File: config.mk
export PLATFORM = sky130hd
export DESIGN_NAME = sdio_spi_master_flat
export DESIGN_NICKNAME = d
export VERILOG_FILES = /design/src/rtl/sdio_pkg.sv /design/src/rtl/sdio_spi_master_if.sv /design/src/rtl/sdio_spi_master_shifter.sv /design/src/rtl/sdio_spi_master.sv /design/src/flat_wrapper.sv
export SDC_FILE = /design/constraint.sdc
export NUM_CORES = 1
export LEC_CHECK = 0
export CAP_MARGIN = 10
export CORE_ASPECT_RATIO = 0.8
export CORE_MARGIN = 10
export CORE_UTILIZATION = 51
export CTS_CLUSTER_SIZE = 16
export DETAILED_ROUTE_END_ITERATION = 8
export HOLD_SLACK_MARGIN = 0.03
export PLACE_DENSITY = 0.86
export SLEW_MARGIN = 10
export SYNTH_ARGS = -nofsm -noshare
export SYNTH_HDL_FRONTEND = slang
export SYNTH_SLANG_ARGS = --single-unit
File: constraint.sdc
create_clock -name C50M -period 1.9 [get_ports C50M]
set_clock_uncertainty 0.2 [all_clocks]
set_input_delay 0.285 -clock C50M [delete_from_list [all_inputs] [get_ports C50M]]
set_output_delay 0.285 -clock C50M [all_outputs]
set_load 0.02 [all_outputs]
File: src/rtl/sdio_pkg.sv
// Shared register map, control/status bit positions and SPI FSM state encoding
// for the SDIO SPI byte engine.
package sdio_pkg;

    localparam logic [1:0] REG_DATA = 2'd0;
    localparam logic [1:0] REG_CTRL = 2'd1;
    localparam logic [1:0] REG_DIV  = 2'd2;

    localparam int unsigned CTRL_CS_EN   = 0;
    localparam int unsigned CTRL_FAST    = 1;
    localparam int unsigned CTRL_BUSY    = 4;
    localparam int unsigned CTRL_OVR     = 5;
    localparam int unsigned CTRL_CARD    = 6;
    localparam int unsigned CTRL_OVR_CLR = 7;

    typedef enum logic [1:0] {
        IDLE = 2'd0,
        LOW  = 2'd1,
        HIGH = 2'd2
    } state_t;

endpackage

File: src/rtl/sdio_spi_master_if.sv
// Register strobe bus between the SDIO address decoder (master) and the SPI engine (slave).
interface sdio_spi_master_if;

    logic       reg_sel;
    logic [1:0] reg_addr;
    logic       reg_rw_n;
    logic [7:0] reg_wdata;
    logic [7:0] reg_rdata;
    logic       reg_ack;

    modport master (
        output reg_sel, reg_addr, reg_rw_n, reg_wdata,
        input  reg_rdata, reg_ack
    );

    modport slave (
        input  reg_sel, reg_addr, reg_rw_n, reg_wdata,
        output reg_rdata, reg_ack
    );

endinterface

File: src/rtl/sdio_spi_master_shifter.sv
// SPI mode-0 byte shifter: half-period divider, MSB-first transmit, MISO capture on SCLK rise.
module spi_byte_shifter
    import sdio_pkg::*;
#(
    parameter int unsigned DIV_W    = 8,
    parameter int unsigned SLOW_DIV = 62
) (
    input  logic             clk,
    input  logic             rst,
    input  logic             start,
    input  logic             fast,
    input  logic [DIV_W-1:0] div_fast,
    input  logic [7:0]       tx,
    output logic [7:0]       rx,
    output logic             busy,
    output logic             done,
    output logic             sclk,
    output logic             mosi,
    input  logic             miso
);

    state_t           state_q, state_d;
    logic [DIV_W-1:0] div_q, div_d, cnt_q, cnt_d;
    logic [2:0]       bit_q, bit_d;
    logic [7:0]       tx_q, tx_d, sh_q, sh_d, rx_q, rx_d;
    logic             busy_q, busy_d, done_q, done_d, sclk_q, sclk_d, mosi_q, mosi_d;
    logic             tick_c;

    assign tick_c = (cnt_q == div_q);

    always_ff @(posedge clk) begin
        if (rst) begin
            state_q <= IDLE;
            div_q   <= '0;
            cnt_q   <= '0;
            bit_q   <= '0;
            tx_q    <= '0;
            sh_q    <= '0;
            rx_q    <= 8'hFF;
            busy_q  <= 1'b0;
            done_q  <= 1'b0;
            sclk_q  <= 1'b0;
            mosi_q  <= 1'b1;
        end else begin
            state_q <= state_d;
            div_q   <= div_d;
            cnt_q   <= cnt_d;
            bit_q   <= bit_d;
            tx_q    <= tx_d;
            sh_q    <= sh_d;
            rx_q    <= rx_d;
            busy_q  <= busy_d;
            done_q  <= done_d;
            sclk_q  <= sclk_d;
            mosi_q  <= mosi_d;
        end
    end

    always_comb begin
        state_d = state_q;
        unique case (state_q)
            IDLE:    if (start)  state_d = LOW;
            LOW:     if (tick_c) state_d = HIGH;
            HIGH:    if (tick_c) state_d = (bit_q == 3'd7) ? IDLE : LOW;
            default: state_d = IDLE;
        endcase
    end

    // Datapath follows the current state; the divider rate is frozen at byte start.
    always_comb begin
        div_d  = div_q;
        cnt_d  = cnt_q;
        bit_d  = bit_q;
        tx_d   = tx_q;
        sh_d   = sh_q;
        rx_d   = rx_q;
        busy_d = busy_q;
        done_d = 1'b0;
        sclk_d = sclk_q;
        mosi_d = mosi_q;
        unique case (state_q)
            IDLE: begin
                if (start) begin
                    tx_d   = tx;
                    bit_d  = 3'd0;
                    mosi_d = tx[7];
                    sclk_d = 1'b0;
                    div_d  = fast ? div_fast : DIV_W'(SLOW_DIV);
                    cnt_d  = '0;
                    busy_d = 1'b1;
                end
            end
            LOW: begin
                if (tick_c) begin
                    sclk_d = 1'b1;
                    sh_d   = {sh_q[6:0], miso};
                    cnt_d  = '0;
                end else begin
                    cnt_d = cnt_q + DIV_W'(1);
                end
            end
            HIGH: begin
                if (tick_c) begin
                    sclk_d = 1'b0;
                    cnt_d  = '0;
                    if (bit_q == 3'd7) begin
                        rx_d   = sh_q;
                        busy_d = 1'b0;
                        done_d = 1'b1;
                        mosi_d = 1'b1;
                    end else begin
                        bit_d  = bit_q + 3'd1;
                        mosi_d = tx_q[6];
                        tx_d   = {tx_q[6:0], 1'b0};
                    end
                end else begin
                    cnt_d = cnt_q + DIV_W'(1);
                end
            end
            default: ;
        endcase
    end

    assign rx   = rx_q;
    assign busy = busy_q;
    assign done = done_q;
    assign sclk = sclk_q;
    assign mosi = mosi_q;

endmodule

File: src/rtl/sdio_spi_master.sv
// SDIO SPI master: register decode, overrun flag, card-detect synchroniser and bus acknowledge
// around the SPI byte shifter.
module sdio_spi_master
    import sdio_pkg::*;
#(
    parameter int unsigned SLOW_DIV = 62,
    parameter int unsigned FAST_DIV = 0,
    parameter int unsigned DIV_W    = 8
) (
    input  logic              C50M,
    input  logic              RESET,
    sdio_spi_master_if.slave  bus,
    output logic              DONE,
    output logic              SD_SCLK,
    output logic              SD_MOSI,
    input  logic              SD_MISO,
    output logic              SD_CS_n,
    input  logic              SD_CD_n
);

    logic             ack_q, ack_d;
    logic [7:0]       rdata_q, rdata_d;
    logic             cs_n_q, cs_n_d, fast_q, fast_d, ovr_q, ovr_d;
    logic [DIV_W-1:0] div_fast_q, div_fast_d;
    logic             cd_meta_q, cd_sync_q;
    logic             wr_c, rd_c, start_c, busy;
    logic [7:0]       rx, stat_c;

    assign wr_c    = bus.reg_sel && !bus.reg_rw_n;
    assign rd_c    = bus.reg_sel &&  bus.reg_rw_n;
    assign start_c = wr_c && (bus.reg_addr == REG_DATA) && !busy;

    always_ff @(posedge C50M) begin
        if (RESET) begin
            ack_q      <= 1'b0;
            rdata_q    <= '0;
            cs_n_q     <= 1'b1;
            fast_q     <= 1'b0;
            ovr_q      <= 1'b0;
            div_fast_q <= DIV_W'(FAST_DIV);
            cd_meta_q  <= 1'b1;
            cd_sync_q  <= 1'b1;
        end else begin
            ack_q      <= ack_d;
            rdata_q    <= rdata_d;
            cs_n_q     <= cs_n_d;
            fast_q     <= fast_d;
            ovr_q      <= ovr_d;
            div_fast_q <= div_fast_d;
            cd_meta_q  <= SD_CD_n;
            cd_sync_q  <= cd_meta_q;
        end
    end

    // Register writes and read-data mux; read data is only meaningful alongside the ack.
    always_comb begin
        ack_d      = bus.reg_sel;
        rdata_d    = '0;
        cs_n_d     = cs_n_q;
        fast_d     = fast_q;
        ovr_d      = ovr_q;
        div_fast_d = div_fast_q;

        stat_c               = '0;
        stat_c[CTRL_CS_EN]   = !cs_n_q;
        stat_c[CTRL_FAST]    = fast_q;
        stat_c[CTRL_BUSY]    = busy;
        stat_c[CTRL_OVR]     = ovr_q;
        stat_c[CTRL_CARD]    = !cd_sync_q;

        if (wr_c) begin
            unique case (bus.reg_addr)
                REG_DATA: if (busy) ovr_d = 1'b1;
                REG_CTRL: begin
                    cs_n_d = !bus.reg_wdata[CTRL_CS_EN];
                    fast_d = bus.reg_wdata[CTRL_FAST];
                    if (bus.reg_wdata[CTRL_OVR_CLR]) ovr_d = 1'b0;
                end
                REG_DIV:  div_fast_d = DIV_W'(bus.reg_wdata);
                default:  ;
            endcase
        end

        if (rd_c) begin
            unique case (bus.reg_addr)
                REG_DATA: rdata_d = rx;
                REG_CTRL: rdata_d = stat_c;
                REG_DIV:  rdata_d = 8'(div_fast_q);
                default:  rdata_d = '0;
            endcase
        end
    end

    spi_byte_shifter #(
        .DIV_W    (DIV_W),
        .SLOW_DIV (SLOW_DIV)
    ) u_shifter (
        .clk      (C50M),
        .rst      (RESET),
        .start    (start_c),
        .fast     (fast_q),
        .div_fast (div_fast_q),
        .tx       (bus.reg_wdata),
        .rx       (rx),
        .busy     (busy),
        .done     (DONE),
        .sclk     (SD_SCLK),
        .mosi     (SD_MOSI),
        .miso     (SD_MISO)
    );

    assign bus.reg_ack   = ack_q;
    assign bus.reg_rdata = rdata_q;
    assign SD_CS_n       = cs_n_q;

endmodule

File: src/flat_wrapper.sv
// flat-port wrapper written by rule: the top's interface ports become plain ports
module sdio_spi_master_flat import sdio_pkg::*;
#(
    parameter int unsigned SLOW_DIV = 62,
    parameter int unsigned FAST_DIV = 0,
    parameter int unsigned DIV_W    = 8
)
  (C50M, RESET, DONE, SD_SCLK, SD_MOSI, SD_MISO, SD_CS_n, SD_CD_n, bus_reg_sel, bus_reg_addr, bus_reg_rw_n, bus_reg_wdata, bus_reg_rdata, bus_reg_ack);
  sdio_spi_master_if bus_i ();
  input  logic C50M;
  input  logic RESET;
  output logic DONE;
  output logic SD_SCLK;
  output logic SD_MOSI;
  input  logic SD_MISO;
  output logic SD_CS_n;
  input  logic SD_CD_n;
  input wire logic [$bits(bus_i.reg_sel)-1:0] bus_reg_sel;
  input wire logic [$bits(bus_i.reg_addr)-1:0] bus_reg_addr;
  input wire logic [$bits(bus_i.reg_rw_n)-1:0] bus_reg_rw_n;
  input wire logic [$bits(bus_i.reg_wdata)-1:0] bus_reg_wdata;
  output wire logic [$bits(bus_i.reg_rdata)-1:0] bus_reg_rdata;
  output wire logic [$bits(bus_i.reg_ack)-1:0] bus_reg_ack;
  assign bus_i.reg_sel = bus_reg_sel;
  assign bus_i.reg_addr = bus_reg_addr;
  assign bus_i.reg_rw_n = bus_reg_rw_n;
  assign bus_i.reg_wdata = bus_reg_wdata;
  assign bus_reg_rdata = bus_i.reg_rdata;
  assign bus_reg_ack = bus_i.reg_ack;
  sdio_spi_master #(.SLOW_DIV(SLOW_DIV), .FAST_DIV(FAST_DIV), .DIV_W(DIV_W)) u_core (.C50M(C50M), .RESET(RESET), .bus(bus_i), .DONE(DONE), .SD_SCLK(SD_SCLK), .SD_MOSI(SD_MOSI), .SD_MISO(SD_MISO), .SD_CS_n(SD_CS_n), .SD_CD_n(SD_CD_n));
endmodule
==> flow_summary.ini, run 1 <==
[layout]
drive_gt1_frac = 0.251
final_nets = 417
area_growth_pct = 28.5
fillCellCount = 429
antenna_cells = 0
finish.utilization = 0.685

[clocking]
cts_sinks = 70
cts_tree = built
root_buffer = clkbuf_8
insertion_delay_ps = 360
htree_levels = 3
clk_pin_slew_ps = 70
cts_made_buffers = 9
cts_buffer_depth = 2

[drt]
drc = 0
wl_per_cell_um = 17.2
dr_total_vias = 2738
detail-route-antenna-nets = 0
drt_pass1_iterations = 5
wl_um = 8230
via_per_inst = 5.72
drtIter0Drc = 218

[grt]
grt_pass1_vias = 2610
grt_usage = 0.162
grt-ovfl-total = 0
antenna_found_initial = 0
grt_pass1_wl_um = 12700
grt_max_degree = 39

[critical_path]
cp.arrival_ps = 1890
rr_endpoint = u_core.u_shifter.rx[7]
path_class = flop to flop
rrSetupSlack_ps = 50
r2r_cells = 7
end_kind = flop
endpoint = u_core.u_shifter.rx[7]
cp-start-kind = flop
crit_required_ps = 1940
crit_fanout = 4
crit_start = u_core.u_shifter.cnt_q[5]
r2r_start = u_core.u_shifter.cnt_q[5]

[synth]
synth_top_flop_cell = dfxtp_1
ys_top_cells_by_count = dfxtp_1, mux2i_1, nor2_1, nand2_1, a21oi_1
synth.most_common_cell = dfxtp_1
syn-cell-area_sq_um = 3190
yosysTopAreaCell = dfxtp_1
syn-num-nets = 354
synth_top_area_share = 0.440
syn_inst = 330
yosys_warnings = 0
seq_area_frac_synth = 0.440
synth_edf_count = 0
synthTopCellsByArea = dfxtp_1, mux2i_1, nor2_1
synth_seq_cells = 70
ys_async_sr_fraction = 0
ys_types = 56
synth_area_per_cell_sq_um = 9.65

[min_path]
min_path_type = flop to flop

[sta]
hold_viol = 0
layout_min_cycle_time_ps = 1850
fmax_mhz = 541
finalWorstSetupSlack_ps = 51.2
worst_pin_slew_ps = 448
hold_ws_ps = 224
relSlewSlack = 0.702
min_period_over_period = 0.973
drv_slew = 0
finalSetupViolCount = 0

[die]
num_io_pins = 29
die_height_um = 90.7
core-area_sq_um = 5970
dieArea_sq_um = 9830
row_count = 25
die_x_um = 108
initial_core_util = 0.533

[place]
port_buffers = 28
hpwlAfterDp_um = 5750
gp_congestion = 0.886
dp_slack_ps = -280

[power]
p_leak_nw = 1.56
p_total_w = 0.00373
vdd_drop_max_mv = 0.670
power.density_nw_per_um2 = 910

[status]
status = finished, final reports clean

[job]
drv_cap = 0
## power breakdown
part	switching, W	internal, W
sequential	0.0000357	0.00152
combinational	0.000486	0.000380
clock	0.000570	0.000736
total	0.00109	0.00263
## layer usage
layer  vias up  track usage  share of wire
li1       1280            -              -
met1      1315        0.201           0.43
met2       119        0.251           0.47
met3        24       0.0699          0.090
met4         0       0.0417          0.015
met5         -            0              0
## worst min path at each step
stage                     cells after the start              from  slack, ps                  to
after floorplan                               1             RESET        170  u_core.bus.reg_ack
after global placement                        1  u_core.cd_meta_q        190    u_core.cd_sync_q
after CTS                                     1  u_core.cd_meta_q        230    u_core.cd_sync_q
final                                         1  u_core.cd_meta_q        220    u_core.cd_sync_q
after global routing                          1  u_core.cd_meta_q        230    u_core.cd_sync_q
after detailed placement                      1  u_core.cd_meta_q        210    u_core.cd_sync_q
## worst max-delay path, stage by stage, from the launching register on
cell and delay (ps):
dfxtp_1 340, xnor2_2 210, nand4_1 130, buf_6 160, nor3_4 210, clkbuf_4 230
mux2i_1 190, nand2_1 60
## through the flow
| step | instances | TNS (ps) | instance area (sq um) |
|---|---|---|---|
| 2_1_floorplan | 330 | 0 | 3190 |
| 3_3_place_gp | 460 | -5340 | 3750 |
| 4_1_cts | 479 | 0 | 4000 |
| 3_5_place_dp | 460 | -8470 | 3750 |
| 6_report | 479 | 0 | 4090 |
| 5_1_grt | 479 | -7.30 | 4090 |
## area by class of cell
class,count,area (sq um),area share
multi-input cells,235,1730,0.422
repair buffers,69,613,0.150
well taps,81,101,0.0248
flip-flops and latches,70,1410,0.344
clock buffers,10,128,0.0312
clock inverters,6,86.3,0.0211
inverters,8,30.0,0.00733
## registers in the layout (all words and copies together) (netlist names), 2 cells and up
register	flops
u_core.u_shifter.rx	8
u_core.u_shifter.div_q	8
u_core.u_shifter.state_q	2
u_core.u_shifter.sh_q	8
u_core.u_shifter.bit_q	3
u_core.div_fast_q	8
u_core.u_shifter.tx_q	7
u_core.u_shifter.cnt_q	8
u_core.bus.reg_rdata	8
## kinds of logic (layout without fill, tap and decap cells)
logic type / Yosys count / in the layout / synth area share
AO/OA/AOI/OAI: 65 / 65 / 0.148
flip-flops: 70 / 70 / 0.440
buffers and inverters: 25 / 93 / 0.0471
multiplexers: 38 / 38 / 0.121
adder cells (fa/ha/maj): 8 / 8 / 0.0314
AND/OR/NAND/NOR: 112 / 112 / 0.172
XOR/XNOR: 12 / 12 / 0.0401
## cell usage in the layout, fill, tap and decap left out, types with 2 or more instances in the layout
master and instances:
nand2_1 31, nor3_1 7, inv_1 7, o221ai_1 3, nand4_1 5, or2_2 2
clkinv_2 2, a211oi_2 6, dfxtp_2 5, nor2_2 2, nor2b_1 3, clkbuf_8 9
nor2_1 35, nand4b_1 2, o21ai_0 11, nand3_1 11, mux2i_1 35, buf_4 34
o21ai_2 2, ha_1 6, a21oi_4 2, nor3_4 2, a21o_1 2, bufinv_16 2
buf_6 4, xor2_1 4, a22o_1 2, a21oi_1 25, clkdlybuf4s50_1 27, dfxtp_1 65
xnor2_2 7, a21oi_2 2
## what timing repair did
action,CTS,global route
resized for setup,3,26
hold endpoints to repair,1,0
buffers inserted,2,0
hold buffers,1,0
gates cloned,0,1
pin swaps,2,10
setup endpoints to repair,22,30
(Power assumes the default switching activity.)
==> inputs of run 2 (changes only) <==
Settings changed: CAP_MARGIN 10 to unset, CTS_BUF_LIST set to sky130_fd_sc_hd__clkbuf_8 sky130_fd_sc_hd__clkbuf_16.
==> flow_summary.ini, run 2 (synthesis results as in run 1) <==
[die]
dieArea_sq_um = 9830
die_height_um = 90.7
row_count = 25
core-area_sq_um = 5970
die_x_um = 108
initial_core_util = 0.533
num_io_pins = 29

[sta]
min_period_over_period = 0.974
drv_slew = 0
hold_viol = 0
fmax_mhz = 540
layout_min_cycle_time_ps = 1850
worst_pin_slew_ps = 434
finalSetupViolCount = 0
relSlewSlack = 0.709
tns_ps = 0

[layout]
layout_common_cells = dfxtp_1, mux2i_1, nor2_1
area_growth_pct = 28.5
drive_gt1_frac = 0.251
final_common_cell = dfxtp_1
antenna_cells = 0
fillCellCount = 429
final_nets = 417

[clocking]
clk_pin_slew_ps = 70
cts_sinks = 70
root_buffer = clkbuf_8
cts_tree = built
insertion_delay_ps = 350
cts_made_buffers = 9
cts_buffer_depth = 2
htree_levels = 3

[critical_path]
rrSetupSlack_ps = 50
cp-start-kind = flop
cp.arrival_ps = 1890
path_class = flop to flop
rr_endpoint = u_core.u_shifter.rx[7]
crit_fanout = 4
crit_required_ps = 1940
end_kind = flop
r2r_start = u_core.u_shifter.cnt_q[5]
r2r_cells = 7

[drt]
drtIter0Drc = 221
dr_total_vias = 2751
detail-route-antenna-nets = 0
drt_pass1_iterations = 5
via_per_inst = 5.74
drc = 0
wl_um = 8200
wl_per_cell_um = 17.1

[grt]
grt_pass1_vias = 2610
grt-ovfl-total = 0
antenna_found_initial = 0
grt_pass1_wl_um = 12700
grt_max_degree = 39
grt_usage = 0.162

[min_path]
min_path_type = flop to flop
holdPathEnd = u_core.cd_sync_q
hold_depth = 1
worstHoldStart = u_core.cd_meta_q

[place]
hpwlAfterDp_um = 5750
port_buffers = 28
gp_congestion = 0.886

[job]
drv_cap = 0

[power]
p_leak_nw = 1.56
p_total_w = 0.00372
vdd_drop_max_mv = 0.668
power.density_nw_per_um2 = 908

[status]
status = finished, final reports clean
run 2: cell types whose count changed in the layout (fill, tap and decap cells not counted):
cell / previous run / this run
clkbuf_1: 1 / 0
inv_1: 7 / 8
run 2: per-layer routing:
layer	part of all wire	routed length [um]	up-vias	global-route usage
li1	-	-	1280	-
met3	0.094	773	24	0.0699
met2	0.47	3830	126	0.251
met1	0.42	3470	1321	0.201
met4	0.015	125	0	0.0417
met5	0	0	-	0
run 2: worst max path at each step:
stage                                     start                          end  slack, ps  cells past startpoint
finish                u_core.u_shifter.cnt_q[5]       u_core.u_shifter.rx[7]         50                      7
global route                    bus_reg_addr[1]         u_core.div_fast_q[7]         -7                      7
CTS                   u_core.u_shifter.cnt_q[7]       u_core.u_shifter.rx[0]         10                      7
detailed placement              bus_reg_addr[1]    u_core.u_shifter.cnt_q[6]       -280                      7
global placement                bus_reg_addr[1]    u_core.u_shifter.cnt_q[7]       -220                      7
floorplan           u_core.u_shifter.state_q[0]  u_core.u_shifter.state_q[0]         20                      7
run 2: report_power, final:
group	total, W	switching, W	leakage (nW)	internal (W)
sequential	0.00155	0.0000359	0.569	0.00152
combinational	0.000865	0.000485	0.881	0.000380
clock	0.00130	0.000568	0.110	0.000731
run 2: cell type report:
type | count | area [sq um] | area share
sequential | 70 | 1410 | 0.344
tap | 81 | 101 | 0.0248
clock inverter | 7 | 90.1 | 0.0220
inverter | 8 | 30.0 | 0.00733
clock buffer | 9 | 124 | 0.0303
timing repair buffer | 69 | 613 | 0.150
multi-input combinational | 235 | 1730 | 0.422
run 2: what timing repair did:
action	4_1_cts	5_1_grt
pin swaps	2	10
endpoints found under the hold margin	1	0
resized for setup	3	26
endpoints found under the setup margin	22	30
gates cloned	0	1
setup buffers	2	0
hold buffers	1	0
run 2: critical path: stages, from the launching register on:
cell and delay [ps]:
dfxtp_1 340, xnor2_2 210, nand4_1 130, buf_6 160, nor3_4 210, clkbuf_4 230
mux2i_1 190, nand2_1 60
run 2: through the flow:
step	area (sq um)	worst slack (ps)	cells	hold WS, ps	utilization
2_1_floorplan	3190	15.0	330	168	-
3_3_place_gp	3750	-219	460	191	0.628
3_5_place_dp	3750	-280	460	210	0.628
4_1_cts	4000	9.66	479	227	0.670
5_1_grt	4090	-7.30	479	229	0.685
6_report	4090	48.9	479	222	0.685
==> inputs of run 3 (changes only) <==
==> constraint.sdc (replaced) <==
create_clock -name C50M -period 1.9 [get_ports C50M]
set_clock_uncertainty 0.2 [all_clocks]
set_input_delay 0.19 -clock C50M [delete_from_list [all_inputs] [get_ports C50M]]
set_output_delay 0.19 -clock C50M [all_outputs]
set_load 0.02 [all_outputs]
==> flow_summary.ini, run 3 (synthesis results as in run 1) <==
[place]
hpwlAfterDp_um = 5640
port_buffers = 28
place_inst = 458
gp_congestion = 0.907

[clocking]
cts_made_buffers = 9
clk_pin_slew_ps = 70
cts_buffer_depth = 2
cts_tree = built
cts_sinks = 70
root_buffer = clkbuf_8
post-cts-setup-buffer-count = 0
insertion_delay_ps = 350
htree_levels = 3

[layout]
antenna_cells = 0
area_growth_pct = 28.9
final_nets = 413
fillCellCount = 433
fin_cells = 474
layout_common_cells = dfxtp_1, mux2i_1, nor2_1
drive_gt1_frac = 0.262
final_common_cell = dfxtp_1

[power]
p_total_w = 0.00384
power.density_nw_per_um2 = 936
switching_share = 0.273
p_seq_frac = 0.405
cellInternalPower_w = 0.00280
power.share.clock = 0.373
p_switching_w = 0.00105
p_comb_frac = 0.222
vdd_drop_max_mv = 0.506
p_leak_nw = 1.57

[sta]
layout_min_cycle_time_ps = 1900
relSlewSlack = 0.618
fmax_mhz = 525
finalWorstSetupSlack_ps = -4.16
min_period_over_period = 1.00
drv_slew = 0
rsz0062_at_grt = true
hold_viol = 0
finalSetupViolCount = 3
worst_pin_slew_ps = 570

[drt]
wl_um = 7960
drt_pass1_iterations = 4
dr_total_vias = 2626
detail-route-antenna-nets = 0
via_per_inst = 5.54
wl_per_cell_um = 16.8
drc = 0
drtIter0Drc = 144

[status]
violations = setup timing
status = complete, but fails checks

[min_path]
min_path_type = input pin to flop
worstHoldStart = RESET

[die]
dieArea_sq_um = 9830
num_io_pins = 29
die_height_um = 90.7
row_count = 25
initial_core_util = 0.533
core-area_sq_um = 5970
die_x_um = 108

[critical_path]
crit_required_ps = 1920
cp.arrival_ps = 1920
end_kind = flop
crit_fanout = 9
cp-start-kind = flop
crit_start = u_core.u_shifter.div_q[5]
path_class = flop to flop
r2r_start = u_core.u_shifter.div_q[5]

[grt]
grt_pass1_wl_um = 12900
grt_pass1_vias = 2644
antenna_found_initial = 0
grt-ovfl-total = 0
grt_usage = 0.162
grt_max_degree = 23

[job]
drv_cap = 0
==> run 3: power groups by stage <==
stage          clock, W  combinational [W]  sequential, W
6_report        0.00143           0.000853        0.00156
3_5_place_dp          0           0.000785        0.00158
4_1_cts         0.00144           0.000798        0.00155
3_3_place_gp          0           0.000765        0.00158
5_1_grt         0.00150           0.000920        0.00156
2_1_floorplan         0           0.000468        0.00159
==> run 3: metrics by stage <==
stage          cell area, sq um  worst slack (ps)  TNS [ps]  hold WS, ps   util
6_report                   4110             -4.16     -8.80          127  0.688
5_1_grt                    4110             -98.2     -1320          134  0.688
4_1_cts                    3990              1.11         0         84.3  0.667
3_5_place_dp               3720              -150     -4110          200  0.623
3_3_place_gp               3720              -115     -2270          193  0.623
2_1_floorplan              3190              15.0         0         73.1      -
==> run 3: per-layer routing <==
metal  wire length [um]  global-route usage
met2               3650               0.249
met4                146              0.0570
met5                  0                   0
met1               3390               0.194
met3                772              0.0756
==> run 3: timing repair <==
item	4_1_cts	5_1_grt
hold buffers	1	0
setup endpoints to repair	15	25
pin swaps	3	13
hold endpoints to repair	7	0
gates resized for setup	8	27
==> run 3: cell type report <==
cell class	count	area, sq um	area share
clock buffers	10	138	0.0335
well taps	81	101	0.0247
multi-input cells	235	1740	0.425
clock inverters	5	98.8	0.0241
repair buffers	65	583	0.142
inverters	8	30.0	0.00731
flip-flops and latches	70	1410	0.344
==> run 3: path summary, 6_finish.rpt <==
kind / endpoint / slack, ps / cells past startpoint
hold reg to reg: u_core.cd_sync_q / 210 / 1
setup reg to reg: u_core.u_shifter.rx[3] / -4 / 6
setup / recovery: u_core.u_shifter.rx[3] / -4 / 6
hold / removal: u_core.u_shifter.cnt_q[7] / 130 / 3
==> run 3: worst max-delay path, stage by stage (launching register included) <==
cell and delay [ps]:
dfxtp_1 330, xnor2_1 200, nand4_1 260, nor3_1 250
buf_4 240, mux2i_1 220, nand2_1 80
